File: config.mk
export PLATFORM = sky130hd
export DESIGN_NAME = fetch_ifid
export DESIGN_NICKNAME = d
export VERILOG_FILES = /design/src/rtl/fetch_ifid_pkg.sv /design/src/rtl/fetch_target_sel.sv /design/src/rtl/fetch_ifid.sv
export SDC_FILE = /design/constraint.sdc
export NUM_CORES = 1
export LEC_CHECK = 0
export ABC_AREA = 1
export CAP_MARGIN = 40
export CORE_MARGIN = 1
export CORE_UTILIZATION = 56
export DETAILED_ROUTE_END_ITERATION = 8
export PLACE_DENSITY = 0.91
export SYNTH_ARGS = -nofsm -noshare
export SYNTH_HDL_FRONTEND = slang
export SYNTH_SLANG_ARGS = --single-unit
File: constraint.sdc
create_clock -name CLK -period 4.4 [get_ports CLK]
set_input_delay 0.88 -clock CLK [delete_from_list [all_inputs] [get_ports CLK]]
set_output_delay 0.88 -clock CLK [all_outputs]
set_load 0.01 [all_outputs]
File: src/rtl/fetch_ifid_pkg.sv
// Shared fetch-stage types and constants
// for the IF stage and IF/ID register.
package fetch_ifid_pkg;

  typedef enum logic [1:0] {
    S_IDLE,
    S_REQ,
    S_HOLD
  } fetch_state_e;

  typedef enum logic [1:0] {
    SRC_BTGT,
    SRC_JUMP,
    SRC_JR
  } tgt_src_e;

  localparam logic [31:0] NOP_INSTR_DEF = 32'h0000_0000;
  localparam logic [31:0] RESET_PC_DEF  = 32'h0000_0000;
  localparam logic [31:0] WORD_MASK     = 32'hFFFF_FFFC;

  // jr outranks j/jal, which outranks a branch
  function automatic tgt_src_e tgt_src(
    input logic jump,
    input logic jr
  );
    tgt_src_e s;
    if (jr)
      s = SRC_JR;
    else if (jump)
      s = SRC_JUMP;
    else
      s = SRC_BTGT;
    return s;
  endfunction

endpackage

File: src/rtl/fetch_target_sel.sv
// Redirect target mux (jr / j / branch)
// with forced word alignment.
module fetch_target_sel
  import fetch_ifid_pkg::*;
(
  input  logic        jump,
  input  logic        jr,
  input  logic [31:0] btgt,
  input  logic [31:0] ra,
  input  logic [3:0]  pc_hi,
  input  logic [25:0] index,
  output logic [31:0] target
);

  tgt_src_e    src;
  logic [31:0] raw;

  assign src = tgt_src(jump, jr);

  // select the raw target by priority source
  always_comb begin
    raw = btgt;
    unique case (src)
      SRC_JR:   raw = ra;
      SRC_JUMP: raw = {pc_hi, index, 2'b00};
      default:  raw = btgt;
    endcase
  end

  assign target = raw & WORD_MASK;

endmodule

File: src/rtl/fetch_ifid.sv
// Instruction fetch stage with single-outstanding
// imem port and IF/ID pipeline register.
module fetch_ifid
  import fetch_ifid_pkg::*;
#(
  parameter logic [31:0] RESET_PC  = RESET_PC_DEF,
  parameter logic [31:0] NOP_INSTR = NOP_INSTR_DEF
) (
  input  logic        CLK,
  input  logic        RSTN,
  input  logic        WPCIR,
  input  logic        BRANCH,
  input  logic        JUMP,
  input  logic        JR,
  input  logic [31:0] ID_BTGT,
  input  logic [31:0] ID_RA,
  output logic        IMEM_REQ,
  output logic [31:0] IMEM_ADDR,
  input  logic        IMEM_ACK,
  input  logic [31:0] IMEM_RDATA,
  output logic [31:0] IDIR,
  output logic [31:0] IDPC4,
  output logic        IDVALID
);

  fetch_state_e state, state_n;
  logic [31:0]  fpc, fpc_n, fpc_inc;
  logic [31:0]  rpc, rpc_n;
  logic         squash, squash_n;
  logic [31:0]  hold_ir, hold_ir_n;
  logic [31:0]  hold_pc4, hold_pc4_n;
  logic [31:0]  ir_n, pc4_n;
  logic         vld_n;
  logic         redirect;
  logic [31:0]  target;

  fetch_target_sel u_tgt (
    .jump  (JUMP),
    .jr    (JR),
    .btgt  (ID_BTGT),
    .ra    (ID_RA),
    .pc_hi (IDPC4[31:28]),
    .index (IDIR[25:0]),
    .target(target)
  );

  assign redirect  = BRANCH & ~WPCIR & IDVALID;
  assign IMEM_REQ  = (state == S_REQ);
  assign IMEM_ADDR = fpc & WORD_MASK;
  assign fpc_inc   = IMEM_ADDR + 32'd4;

  // next-state: fetch control, squash and IF/ID load
  always_comb begin
    state_n    = state;
    fpc_n      = fpc;
    rpc_n      = rpc;
    squash_n   = squash;
    hold_ir_n  = hold_ir;
    hold_pc4_n = hold_pc4;
    ir_n       = IDIR;
    pc4_n      = IDPC4;
    vld_n      = IDVALID;
    unique case (state)
      S_IDLE: state_n = S_REQ;
      S_REQ: begin
        if (!WPCIR) begin
          ir_n  = NOP_INSTR;
          vld_n = 1'b0;
        end
        if (IMEM_ACK && squash) begin
          squash_n = 1'b0;
          fpc_n    = rpc;
        end else if (IMEM_ACK && !redirect) begin
          fpc_n = fpc_inc;
          if (WPCIR) begin
            hold_ir_n  = IMEM_RDATA;
            hold_pc4_n = fpc_inc;
            state_n    = S_HOLD;
          end else begin
            ir_n  = IMEM_RDATA;
            pc4_n = fpc_inc;
            vld_n = 1'b1;
          end
        end
        if (redirect && IMEM_ACK) begin
          fpc_n = target;
        end else if (redirect) begin
          squash_n = 1'b1;
          rpc_n    = target;
        end
      end
      S_HOLD: begin
        if (!WPCIR) begin
          state_n = S_REQ;
          if (redirect) begin
            ir_n  = NOP_INSTR;
            vld_n = 1'b0;
            fpc_n = target;
          end else begin
            ir_n  = hold_ir;
            pc4_n = hold_pc4;
            vld_n = 1'b1;
          end
        end
      end
      default: state_n = S_IDLE;
    endcase
  end

  // state and pipeline registers
  always_ff @(posedge CLK or negedge RSTN) begin
    if (!RSTN) begin
      state    <= S_IDLE;
      fpc      <= RESET_PC;
      rpc      <= RESET_PC;
      squash   <= 1'b0;
      hold_ir  <= NOP_INSTR;
      hold_pc4 <= '0;
      IDIR     <= NOP_INSTR;
      IDPC4    <= '0;
      IDVALID  <= 1'b0;
    end else begin
      state    <= state_n;
      fpc      <= fpc_n;
      rpc      <= rpc_n;
      squash   <= squash_n;
      hold_ir  <= hold_ir_n;
      hold_pc4 <= hold_pc4_n;
      IDIR     <= ir_n;
      IDPC4    <= pc4_n;
      IDVALID  <= vld_n;
    end
  end

endmodule

After elaboration in Yosys (flattened, before gate mapping)
Index checks and enable logic that the tools add are counted.
{"block": "totals", "register_bits": 194, "input_bits": 103, "output_inout_bits": 98, "word_cells": 76}
{"block": "op_classes", "addsub": 1, "eq_ne": 12, "muxes": 37, "bitwise": 5, "reduce_logical": 12}
{"cell": "two-way mux 32 bit", "n": 16}
{"cell": "case mux 32 bit (2 select lines)", "n": 4}
{"cell": "adder 32 x 3 -> 32 bit, second input constant", "n": 1}
{"cell": "inequality test 2 bit, second input constant", "n": 6}
{"cell": "AND reduction 4 bit", "n": 3}
{"cell": "two-way mux 1 bit", "n": 10}
{"cell": "two-way mux 2 bit", "n": 5}
{"cell": "case mux 2 bit (3 select lines)", "n": 1}
{"cell": "AND reduction 6 bit", "n": 1}
{"cell": "equality test 2 x 1 -> 1 bit, second input constant", "n": 2}
{"cell": "equality test 2 bit, second input constant", "n": 2}
{"cell": "inequality test 4 x 1 -> 1 bit, second input constant", "n": 1}
{"cell": "logical AND 1 bit", "n": 3}
{"cell": "inverter 1 bit", "n": 3}
{"cell": "AND reduction 3 bit", "n": 1}
{"cell": "bitwise AND 1 bit", "n": 2}
{"cell": "zero test 2 bit", "n": 1}
{"cell": "inequality test 2 x 1 -> 1 bit, second input constant", "n": 1}
{"cell": "case mux 1 bit (2 select lines)", "n": 1}
{"cell": "AND reduction 2 bit", "n": 1}
{"cell": "nonzero test 2 bit", "n": 1}
{"cell": "zero test 1 bit", "n": 1}

Longest topological paths before layout
{"block": "logic_depth", "depth_word": 9, "mapped_depth": 12, "ltp_nobuf": 12}

Modules after synthesis
From an unflattened synthesis, not the netlist that was laid out.
{"block": "unflattened", "hier_cells": 1338, "hier_area_um2": 9888.2}
{"mod": "fetch_ifid", "n_inst": 1, "cells_each": 1201, "area_each_um2": 9255.1, "seq_area_each_um2": 4704.5}
{"mod": "fetch_target_sel", "n_inst": 1, "cells_each": 137, "area_each_um2": 633.1, "seq_area_each_um2": 0.0}

Least setup slack after synthesis
No wires, ideal clock.
{"block": "synth_path", "kind": "input port to flip-flop", "startpoint": "input port WPCIR", "endpoint": "register fpc[3]", "setup_time_ps": 117, "arrival_ps": 1867, "t_required_ps": 4283, "setup_slack_ps": 2415, "cell_stages": 11, "n_path_buf": 3, "path_cell_list": "buf_4 -> inv_4 -> nand3_2 -> inv_2 -> nand2_1 -> nand2_1 -> buf_4 -> buf_4 -> nand3_1 -> nand3_1 -> nand2_1"}
{"block": "synth_between", "elab_chain_cells": 7, "elab_cells_between_ends": 12, "classes_between": "3 x eq/ne; 2 x mux; 3 x bitwise; 4 x reduce/logical"}
{"item": "start, declared", "line": "fetch_ifid.sv:11", "text": "input logic WPCIR,"}
{"item": "inverter 1 bit", "line": "fetch_ifid.sv:47", "text": "assign redirect = BRANCH & ~WPCIR & IDVALID;"}
{"item": "bitwise AND 1 bit (2 in series)", "line": "fetch_ifid.sv:47"}
{"item": "zero test 1 bit", "line": "fetch_ifid.sv:73", "text": "end else if (IMEM_ACK && !redirect) begin"}
{"item": "logical AND 1 bit", "line": "fetch_ifid.sv:73"}
{"item": "inequality test 4 x 1 -> 1 bit (no line)"}
{"item": "AND reduction 4 bit (no line)"}
{"item": "end signal, assigned", "line": "fetch_ifid.sv:124", "text": "fpc <= fpc_n;"}
{"item": "end, declared", "line": "fetch_ifid.sv:27", "text": "logic [31:0] fpc, fpc_n, fpc_inc;"}
Several ways; a longest one is shown, not always the timed one.
A chain may end at the register's enable or synchronous reset.

Worst setup path after layout
{"block": "layout_path", "startpoint": "input port IMEM_ACK", "endpoint": "register IDPC4[28]"}
{"block": "layout_between", "elab_chain_cells": 3, "elab_cells_between_ends": 5, "classes_between": "2 x eq/ne; 3 x reduce/logical"}
{"item": "start, declared", "line": "fetch_ifid.sv:19", "text": "input logic IMEM_ACK,"}
{"item": "logical AND 1 bit (on tied branches)", "line": "fetch_ifid.sv:73, fetch_ifid.sv:70"}
{"item": "inequality test 2 x 1 -> 1 bit (no line) or inequality test 2 bit (tied branches)"}
{"item": "AND reduction 6 bit (no line) (*)"}
{"item": "end signal, assigned", "line": "fetch_ifid.sv:130", "text": "IDPC4 <= pc4_n;"}
{"item": "end, declared", "line": "fetch_ifid.sv:22", "text": "output logic [31:0] IDPC4,"}
Every way passes the cells marked *; elsewhere a longest branch is shown, timed or not.

==> results.toml <==
[clock_network]
cts_sinks = 188
cts_hold_repair.buffers = 0
cts.reportedPaths.clkPinSlew_ps = 70
ctsLongestPathBuffers = 2
cts_resized = 0
clkLatencyLatePin_ps = 440
root_buffer = "clkbuf_16"
cts_buffers = 17
post_cts_setup_buffer_count = 0
cts_tree = "yes"
cts_htree_levels = 4

[logic_synthesis]
synthXorXnorAreaFrac_pct = 1.60
synth-compound-area-share_pct = 15.8
netlist_instances = 1335
netlist_area_sq_mm = 0.0101
synth_area_per_cell_sq_um = 7.54
synth.yosys.seq_area_share_pct = 46.7
synthDominantCellAreaShare_pct = 46.7
post_synth_num_cell_types = 41
dominant_combinational_cell_family_by_area_after_synthesis = "simple AND/OR/NAND/NOR gates"
ys_top_cells_by_area = "dfrtp_1, nand2_1, a21oi_1, o21ai_0, nand3_1"
synth-simple-area-share_pct = 29.7
yosys_warnings = 0
synth.ff_latch_count = 188
synthAdderAreaFrac_pct = 0.124
cell_type_with_the_highest_aggregate_area_in_the_netlist = "dfrtp_1"
synthMuxAreaShare_pct = 0

[worst_setup_path]
timing.critical_path.depth = 8
crit_family = "buffers and inverters"
critical_path_arrival_ps = 3250
startpoint = "IMEM_ACK"
critPathCaptureType = "flip-flop"
crit-reg2reg-launch = "state[0]"
timing.critical_path.cells = "clkdlybuf4s50_1, nand2_1, buf_4, inv_2, o211ai_4, buf_4, a21oi_1, a21oi_1"
timing.critical_path.slowest_stage_cell = "o211ai_4"
path_class = "primary input to flip-flop"
reg2reg_path_depth = 8
timing.critical_path.from_type = "primary input"
cp.buffers_inverters = 4
slowest_delay_ps = 530
critPathMaxFanout = 39
required_ps = 4750

[sta]
max_clock_freq_mhz = 345
final-setup-viol-count = 0
timing.final.max_slew_violations = 0
period_share_pct = 65.8
timing.slew.headroom_pct = 46.1
setup_tns_ps = 0
timing.final.hold_violations = 0
final.hold.worst_slack_ps = 275
grt_setup_unrepaired = "false"
worstMarginPinSlew_ps = 807
layout_min_cycle_time_ps = 2900
clock_skew_ps = 8.47

[place]
port-buffer-count = 192
place.detailed.hpwl_mm = 21.5
gp_congestion = 0.908

[power]
power.leakage_nw = 6.01
power.density_cell_area_mw_per_mm2 = 658
power.ir.vdd_worst_uv = 399

[global_routing]
grt_util_all_layers_pct = 35.0
grt_start_max_net_pins = 87
overflow = 0
grt_pass1_wl_mm = 49.7
via_count_of_the_first_global_routing_pass = 9628
initial_antenna_violation_count = 0

[route]
route.detailed.drc = 0
wirelength_per_cell_um = 17.9
drtAntennaViolNets = 0
vias = 10200
detailedRoute.firstPassIterationCount = 6
wirelength_mm = 30.8
route.detailed.vias_per_inst = 5.88
drt_iter0_drc = 1387

[die]
placement_rows = 48
core_sq_mm = 0.0174
top_level_ports = 201
die_w_um = 136
floorplan.die.height_um = 136
fp.dieArea_sq_mm = 0.0185
start_util_pct = 57.8

[job]
timing.max_cap.violations = 0

[outcome]
status = "finished clean"

[final_layout]
fill_cells = 1320
synthToLayoutAreaGrowth_pct = 26.5
finish.net_count = 1592
post_route_cells_drive_above_1_share_pct = 7.26
leading_cell_types_in_the_layout_fill_and_taps_excluded = "nand2_1, clkdlybuf4s50_1, dfrtp_1"
fin_util_pct = 73.1
antennaDiodeCount = 0
most_common_cell_after_layout_fill_and_taps_aside = "nand2_1"

[hold_path]
hold_path_class = "primary input to async pin"
==> layout make-up <==
| class | instances | area [sq um] | area share (%) |
|---|---|---|---|
| Tap cell | 225 | 282 | 2.21 |
| Sequential cell | 188 | 4700 | 37.0 |
| Clock buffer | 24 | 512 | 4.02 |
| Multi-Input combinational cell | 1022 | 4780 | 37.5 |
| Timing Repair Buffer | 213 | 2190 | 17.2 |
| Clock inverter | 8 | 81.3 | 0.639 |
| Inverter | 46 | 183 | 1.44 |
==> synthesized netlist by cell type (all sizes together) <==
cell type,instances
o211ai,6
o21ai,88
nand3b,2
nor3,1
and2,1
or2,1
xnor2,2
buf,44
conb,1
inv,45
o31ai,3
a22oi,42
nor2,89
nand2,560
dfrtp,188
a31oi,22
a21oi,111
ha,1
nand4,1
nand3,75
xor2,13
clkinv,1
clkbuf,38
==> power breakdown <==
part / leakage, nW / internal [mW] / switching (mW)
combinational: 3.33 / 1.54 / 1.90
sequential: 2.39 / 2.55 / 0.838
clock: 0.289 / 0.874 / 0.673
total: 6.01 / 4.96 / 3.42
==> cell families (layout without fill, tap and decap cells) <==
family	after synthesis	count (layout)
flip-flops	188	188
XOR/XNOR	15	15
AO/OA/AOI/OAI	272	272
AND/OR/NAND/NOR	730	730
buffers and inverters	128	291
adder cells (fa/ha/maj)	1	1
other	1	4
==> per-layer routing <==
layer  vias to the layer above  global-route usage (%)  share of wire [%]
li1                       4677                       -                  -
met3                        75                    8.46                 12
met2                       687                    54.3                 47
met5                         -                       0                  0
met4                         0                    13.4                3.1
met1                      4718                    47.3                 38
==> worst register-to-register path, stage by stage (launching register included) <==
cell	delay, ps
dfrtp_1	430
inv_2	90
nand2_8	390
inv_6	240
a21oi_4	640
buf_4	450
a21oi_1	100
nand2_1	90
o21ai_0	80
==> path summary, 6_finish.rpt <==
check	endpoint	slack [ps]
min reg2reg	hold_ir[7]	480
max in group asynchronous	IDPC4[5]	3440
max reg2reg	fpc[10]	1770
max	IDPC4[28]	1500
min in group CLK	hold_ir[7]	480
min	hold_ir[16]	270
==> per-stage QoR <==
step | worst slack (ps) | power (mW) | cell area, sq um | instances
6_report | 1500 | 8.37 | 12700 | 1726
5_1_grt | 1350 | 8.90 | 12700 | 1726
4_1_cts | 1570 | 8.32 | 12700 | 1726
3_5_place_dp | 1120 | 6.74 | 12100 | 1694
3_3_place_gp | 1110 | 6.53 | 12000 | 1688
2_1_floorplan | 2420 | 5.04 | 10100 | 1338
Power figures use the tool's default switching activity.
==> RTL edit 1 (config.mk and constraints unchanged) <==
Re-encode `fetch_state_e` (3 states) as one-hot, 3 bits wide.
--- a/src/rtl/fetch_ifid_pkg.sv
+++ b/src/rtl/fetch_ifid_pkg.sv
@@ -3,8 +3,8 @@
 package fetch_ifid_pkg;
 
-  typedef enum logic [1:0] {
-    S_IDLE,
-    S_REQ,
-    S_HOLD
+  typedef enum logic [2:0] {
+    S_IDLE = 3'b001,
+    S_REQ  = 3'b010,
+    S_HOLD = 3'b100
   } fetch_state_e;
 
Behaviour: no difference found for any inputs over 4 cycles, from zero or initial values and one cycle with RSTN low; so few cycles prove little.
==> RTL edit 1 against the unedited design <==
Synthesized cell count decreased by 2.2%. Setup slack got worse by 0.59 ns. Global-route usage decreased by 2.0 points. Sequential cell count increased by 1. Clock power about the same. Routed wire length decreased by 4.3%. Power decreased by 0.69%. Utilization decreased by 0.25 points. Design area decreased by 0.69%. Fmax decreased by 17%. Clock skew increased by 0.0017 ns. Die area decreased by 0.49%. Area after synthesis decreased by 0.50%. Highest routed layer unchanged.
==> RTL edit 1: results (changes against the unedited design) <==
| Metric | Value |
|---|---|
| Run status | `complete, no violations (unchanged)` |
| Worst hold slack | `0.380 ns (was 0.275 ns)` |
| Vias | `9,892 (was 10.2k)` |
| Routed WL | `29,500 um (was 30,800 um)` |
| Worst setup margin | `0.918 ns (was 1.50 ns)` |
| Max stage delay cell, worst path | `clkdlybuf4s50_1 (was o211ai_4)` |
| Placement Setup Slack | `0.627 ns (was 1.12 ns)` |
| DPL Wire Length | `20,300 um (was 21,500 um)` |
| DR iter-0 viols | `877 (was 1,387)` |
| Vias in the first global route | `9,420 (was 9,628)` |
| Slowest stage delay, CP | `0.80 ns (was 0.53 ns)` |
| GP Congestion | `0.909 (was 0.908)` |
| Met2 usage | `52.8% (was 54.3%)` |
| Placed Cells | `1,664 (was 1,694)` |
| Met1 usage | `43.1% (was 47.3%)` |
| Global-route wire length before repair | `47,300 um (was 49,700 um)` |
| Yosys top cell area share | `47.0% (was 46.7%)` |
| Nets | `1,562 (was 1,592)` |
| GRT Total Usage | `33.0% (was 35.0%)` |
| DP Area | `12,100 um^2 (about the same)` |
| Arr. time, crit path | `3.80 ns (was 3.25 ns)` |
| Crit-path max FO | `35 (was 39)` |
| P_leak | `5.87 nW (was 6.01 nW)` |
| VDD IR max | `0.365 mV (was 0.399 mV)` |
| DR vias/cell | `5.84 (was 5.88)` |
| Area contributors post-synth | `dfrtp_1 47%, nand2_1 15%, a21oi_1 5.1% (was dfrtp_1 47%, nand2_1 20%, a21oi_1 4.9%)` |
| Share of cells above drive strength 1 | `6.06% (was 7.26%)` |
| Largest net degree at the start of global routing | `78 (was 87)` |
| Clk_skew | `0.0102 ns (was 0.00847 ns)` |
| Met3 usage | `6.96% (was 8.46%)` |
| Worst-Margin Slew | `0.933 ns (was 0.807 ns)` |
| Synth top cells by count | `407 x nand2_1, 188 x dfrtp_1, 124 x nor2_1 (was 549 x nand2_1, 188 x dfrtp_1, 99 x a21oi_1)` |
| Antenna violations before repair | `1 (was 0)` |
| Sequential-to-total area share from yosys stat | `47.2% (was 46.7%)` |
[RTL edit 1: cell types whose count changed after synthesis, sizes merged, moves of 7 or more]
cell,before,now
nor2,89,134
inv,45,70
o21ai,88,138
mux2,0,17
nand3,75,58
nand2,560,412
a31oi,22,44
a21oi,111,104
clkbuf,38,31
a22oi,42,24
[RTL edit 1: path summary, 6_finish.rpt]
| kind | from | cells past startpoint | to |
|---|---|---|---|
| worst min-delay path | RSTN | 1 | IDPC4[6]$_DFFE_PN0P_ |
| max in group asynchronous | RSTN | 3 | state[0]$_DFFE_PN1P_ |
| worst max-delay path | WPCIR | 8 | flop |
| worst min register to register | hold_pc4[2]$_DFFE_PN0P_ | 2 | hold_pc4[2]$_DFFE_PN0P_ |
| min in group CLK | hold_pc4[2]$_DFFE_PN0P_ | 2 | hold_pc4[2]$_DFFE_PN0P_ |
| worst max register to register | state[1]$_DFFE_PN0P_ | 8 | fpc[17]$_DFFE_PN0P_ |
[RTL edit 1: power by group]
part,internal [mW],switching (mW)
Sequential,2.52,0.703
Combinational,1.58,1.96
Clock,0.883,0.671
Total,4.98,3.33
[RTL edit 1: cells by family (layout without fill, tap and decap cells)]
| family | count (synthesis) | after routing | share of synthesized area [%] |
|---|---|---|---|
| muxes | 17 | 17 | 1.91 |
| xor gates and xnor gates | 15 | 15 | 1.31 |
| buffers and inverters | 151 | 310 | 6.67 |
| adders and majority gates | 1 | 1 | 0.125 |
| other | 1 | 5 | 0.0374 |
| DFF | 189 | 189 | 47.2 |
| and+or+nand+nor | 615 | 615 | 25.2 |
| AOI/OAI and AO/OA | 317 | 317 | 17.5 |
[RTL edit 1: layer usage]
layer  vias to the layer above  part of all wire (%)  wire (um)
met5                         -                     0          0
met4                         0                   2.8        826
met3                        71                   8.5       2500
met2                       548                    49      14400
met1                      4668                    40      11800
li1                       4605                     -          -
[RTL edit 1: area by class of cell]
cell class              instances  area [um^2]
flip-flops and latches        189         4730
fillers                      1331         4720
multi-input cells             969         4640
repair buffers                211         2150
clock buffers                  18          429
well taps                     225          282
inverters                      70          265
clock inverters                11          148
diodes                          1         2.50
[RTL edit 1: worst max-delay path: cells and delay by family]
kind	cells	cell delay, ns
and+or+nand+nor	3	0.81
buffers and inverters	3	1.37
AOI/OAI and AO/OA	2	0.70
==> RTL edit 2 (same flow settings) <==
Made on the original files. `hold_pc4` no longer has a reset.
--- a/src/rtl/fetch_ifid.sv
+++ b/src/rtl/fetch_ifid.sv
@@ -116,5 +116,4 @@
       squash   <= 1'b0;
       hold_ir  <= NOP_INSTR;
-      hold_pc4 <= '0;
       IDIR     <= NOP_INSTR;
       IDPC4    <= '0;
@@ -126,5 +125,4 @@
       squash   <= squash_n;
       hold_ir  <= hold_ir_n;
-      hold_pc4 <= hold_pc4_n;
       IDIR     <= ir_n;
       IDPC4    <= pc4_n;
@@ -133,4 +131,8 @@
   end
 
+  always_ff @(posedge CLK) begin
+    hold_pc4 <= hold_pc4_n;
+  end
+
 endmodule
 
Check against the original RTL: same outputs for any inputs over 4 cycles, from zero or initial values and one cycle with RSTN low; that may be too few to reach the edited logic, so the function may still have changed.
==> RTL edit 2 against the unedited design <==
Critical path depth rose by 1. Combinational power rose by 6.4%. Design area fell by 1.1%. Power rose by 2.2%. Area after synthesis fell by 2.3%. Routed wire length fell by 5.3%. Setup slack got worse by 0.18 ns. Sequential cell count did not move. Largest cell class is now sequential cells. Highest routed layer unchanged.
==> RTL edit 2: results (changes against the unedited design) <==
| Metric | Value |
|---|---|
| Drt pass-1 iters | `5 (was 6)` |
| VDD IR max | `0.392 mV (was 0.399 mV)` |
| GP Congestion | `0.925 (was 0.908)` |
| Run status | `complete, no violations (unchanged)` |
| Largest net degree at the start of global routing | `76 (was 87)` |
| Arr. time, crit path | `3.45 ns (was 3.25 ns)` |
| Critical path startpoint | `JR (was IMEM_ACK)` |
| DP Area | `12,000 um^2 (was 12,100 um^2)` |
| DR vias/cell | `5.81 (was 5.88)` |
| Worst hold slack | `0.322 ns (was 0.275 ns)` |
| Area contributors post-synth | `dfrtp_1 40%, nand2_1 16%, edfxtp_1 9.2% (was dfrtp_1 47%, nand2_1 20%, a21oi_1 4.9%)` |
| Seq pwr share | `38.0% (was 40.4%)` |
| Clk_skew | `0.00868 ns (was 0.00847 ns)` |
| Vias in the first global route | `9,047 (was 9,628)` |
| Minimum clock period | `3.08 ns (was 2.90 ns)` |
| Met1 usage | `45.2% (was 47.3%)` |
| Met3 usage | `6.42% (was 8.46%)` |
| Sequential fraction of total cell area | `38.6% (was 37.0%)` |
| DPL Wire Length | `20,100 um (was 21,500 um)` |
| Met2 usage | `53.6% (was 54.3%)` |
| Final instance count without filler cells | `1,671 (was 1,726)` |
| Metal3 WL | `2930 um (was 3740 um)` |
| RR Endpoint | `fpc[14]$_DFFE_PN0P_ (was fpc[10]$_DFFE_PN0P_)` |
| Clk power | `1.65 mW (was 1.55 mW)` |
| Clk tree area frac | `5.05% (was 4.66%)` |
| Area of the multi-input gates | `4350 um^2 (was 4780 um^2)` |
| Synth top cells by count | `411 x nand2_1, 158 x dfrtp_1, 127 x a21oi_1 (was 549 x nand2_1, 188 x dfrtp_1, 99 x a21oi_1)` |
| Global-route wire length before repair | `46,800 um (was 49,700 um)` |
| Sw frac | `40.7% (was 40.8%)` |
| Gate power share | `42.8% (was 41.1%)` |
| Reg2reg setup slack | `1.73 ns (was 1.77 ns)` |
| Placement Setup Slack | `0.927 ns (was 1.12 ns)` |
| Fraction of registers with async set/reset | `84.0% (was 100%)` |
| Crit-path max FO | `18 (was 39)` |
| WL met1 | `11,700 um (about the same)` |
| P_leak | `5.72 nW (was 6.01 nW)` |
| Chip width | `134 um (was 136 um)` |
| Share of cells above drive strength 1 | `7.19% (was 7.26%)` |
| EDFF count, synth | `30 (was 0)` |
| Worst-Margin Slew | `0.829 ns (was 0.807 ns)` |
| Max stage delay cell, worst path | `clkdlybuf4s50_1 (was o211ai_4)` |
| Nonclk inv count | `76 (was 46)` |
| DR iter-0 viols | `910 (was 1,387)` |
| Placed Cells | `1,639 (was 1,694)` |
==> RTL edit 2: cell types whose count changed in the layout (fill, tap and decap cells not counted), moves of 22 or more <==
cell      delta
nand2_1    -138
nor2_1      +37
o21ai_0     +35
a22oi_1     -32
inv_1       +32
dfrtp_1     -30
edfxtp_1    +30
a21oi_1     +28
nand3_1     -23
o21ai_1     +22
==> RTL edit 2: kinds of logic (layout without fill, tap and decap cells) <==
group | count (synthesis) | count (layout) | synth area share (%)
AO/OA/AOI/OAI | 305 | 305 | 16.2
XOR/XNOR | 15 | 15 | 1.95
adder cells (fa/ha/maj) | 1 | 1 | 0.127
buffers and inverters | 153 | 321 | 6.58
flip-flops | 188 | 188 | 49.4
other | 1 | 4 | 0.0381
AND/OR/NAND/NOR | 612 | 612 | 25.8
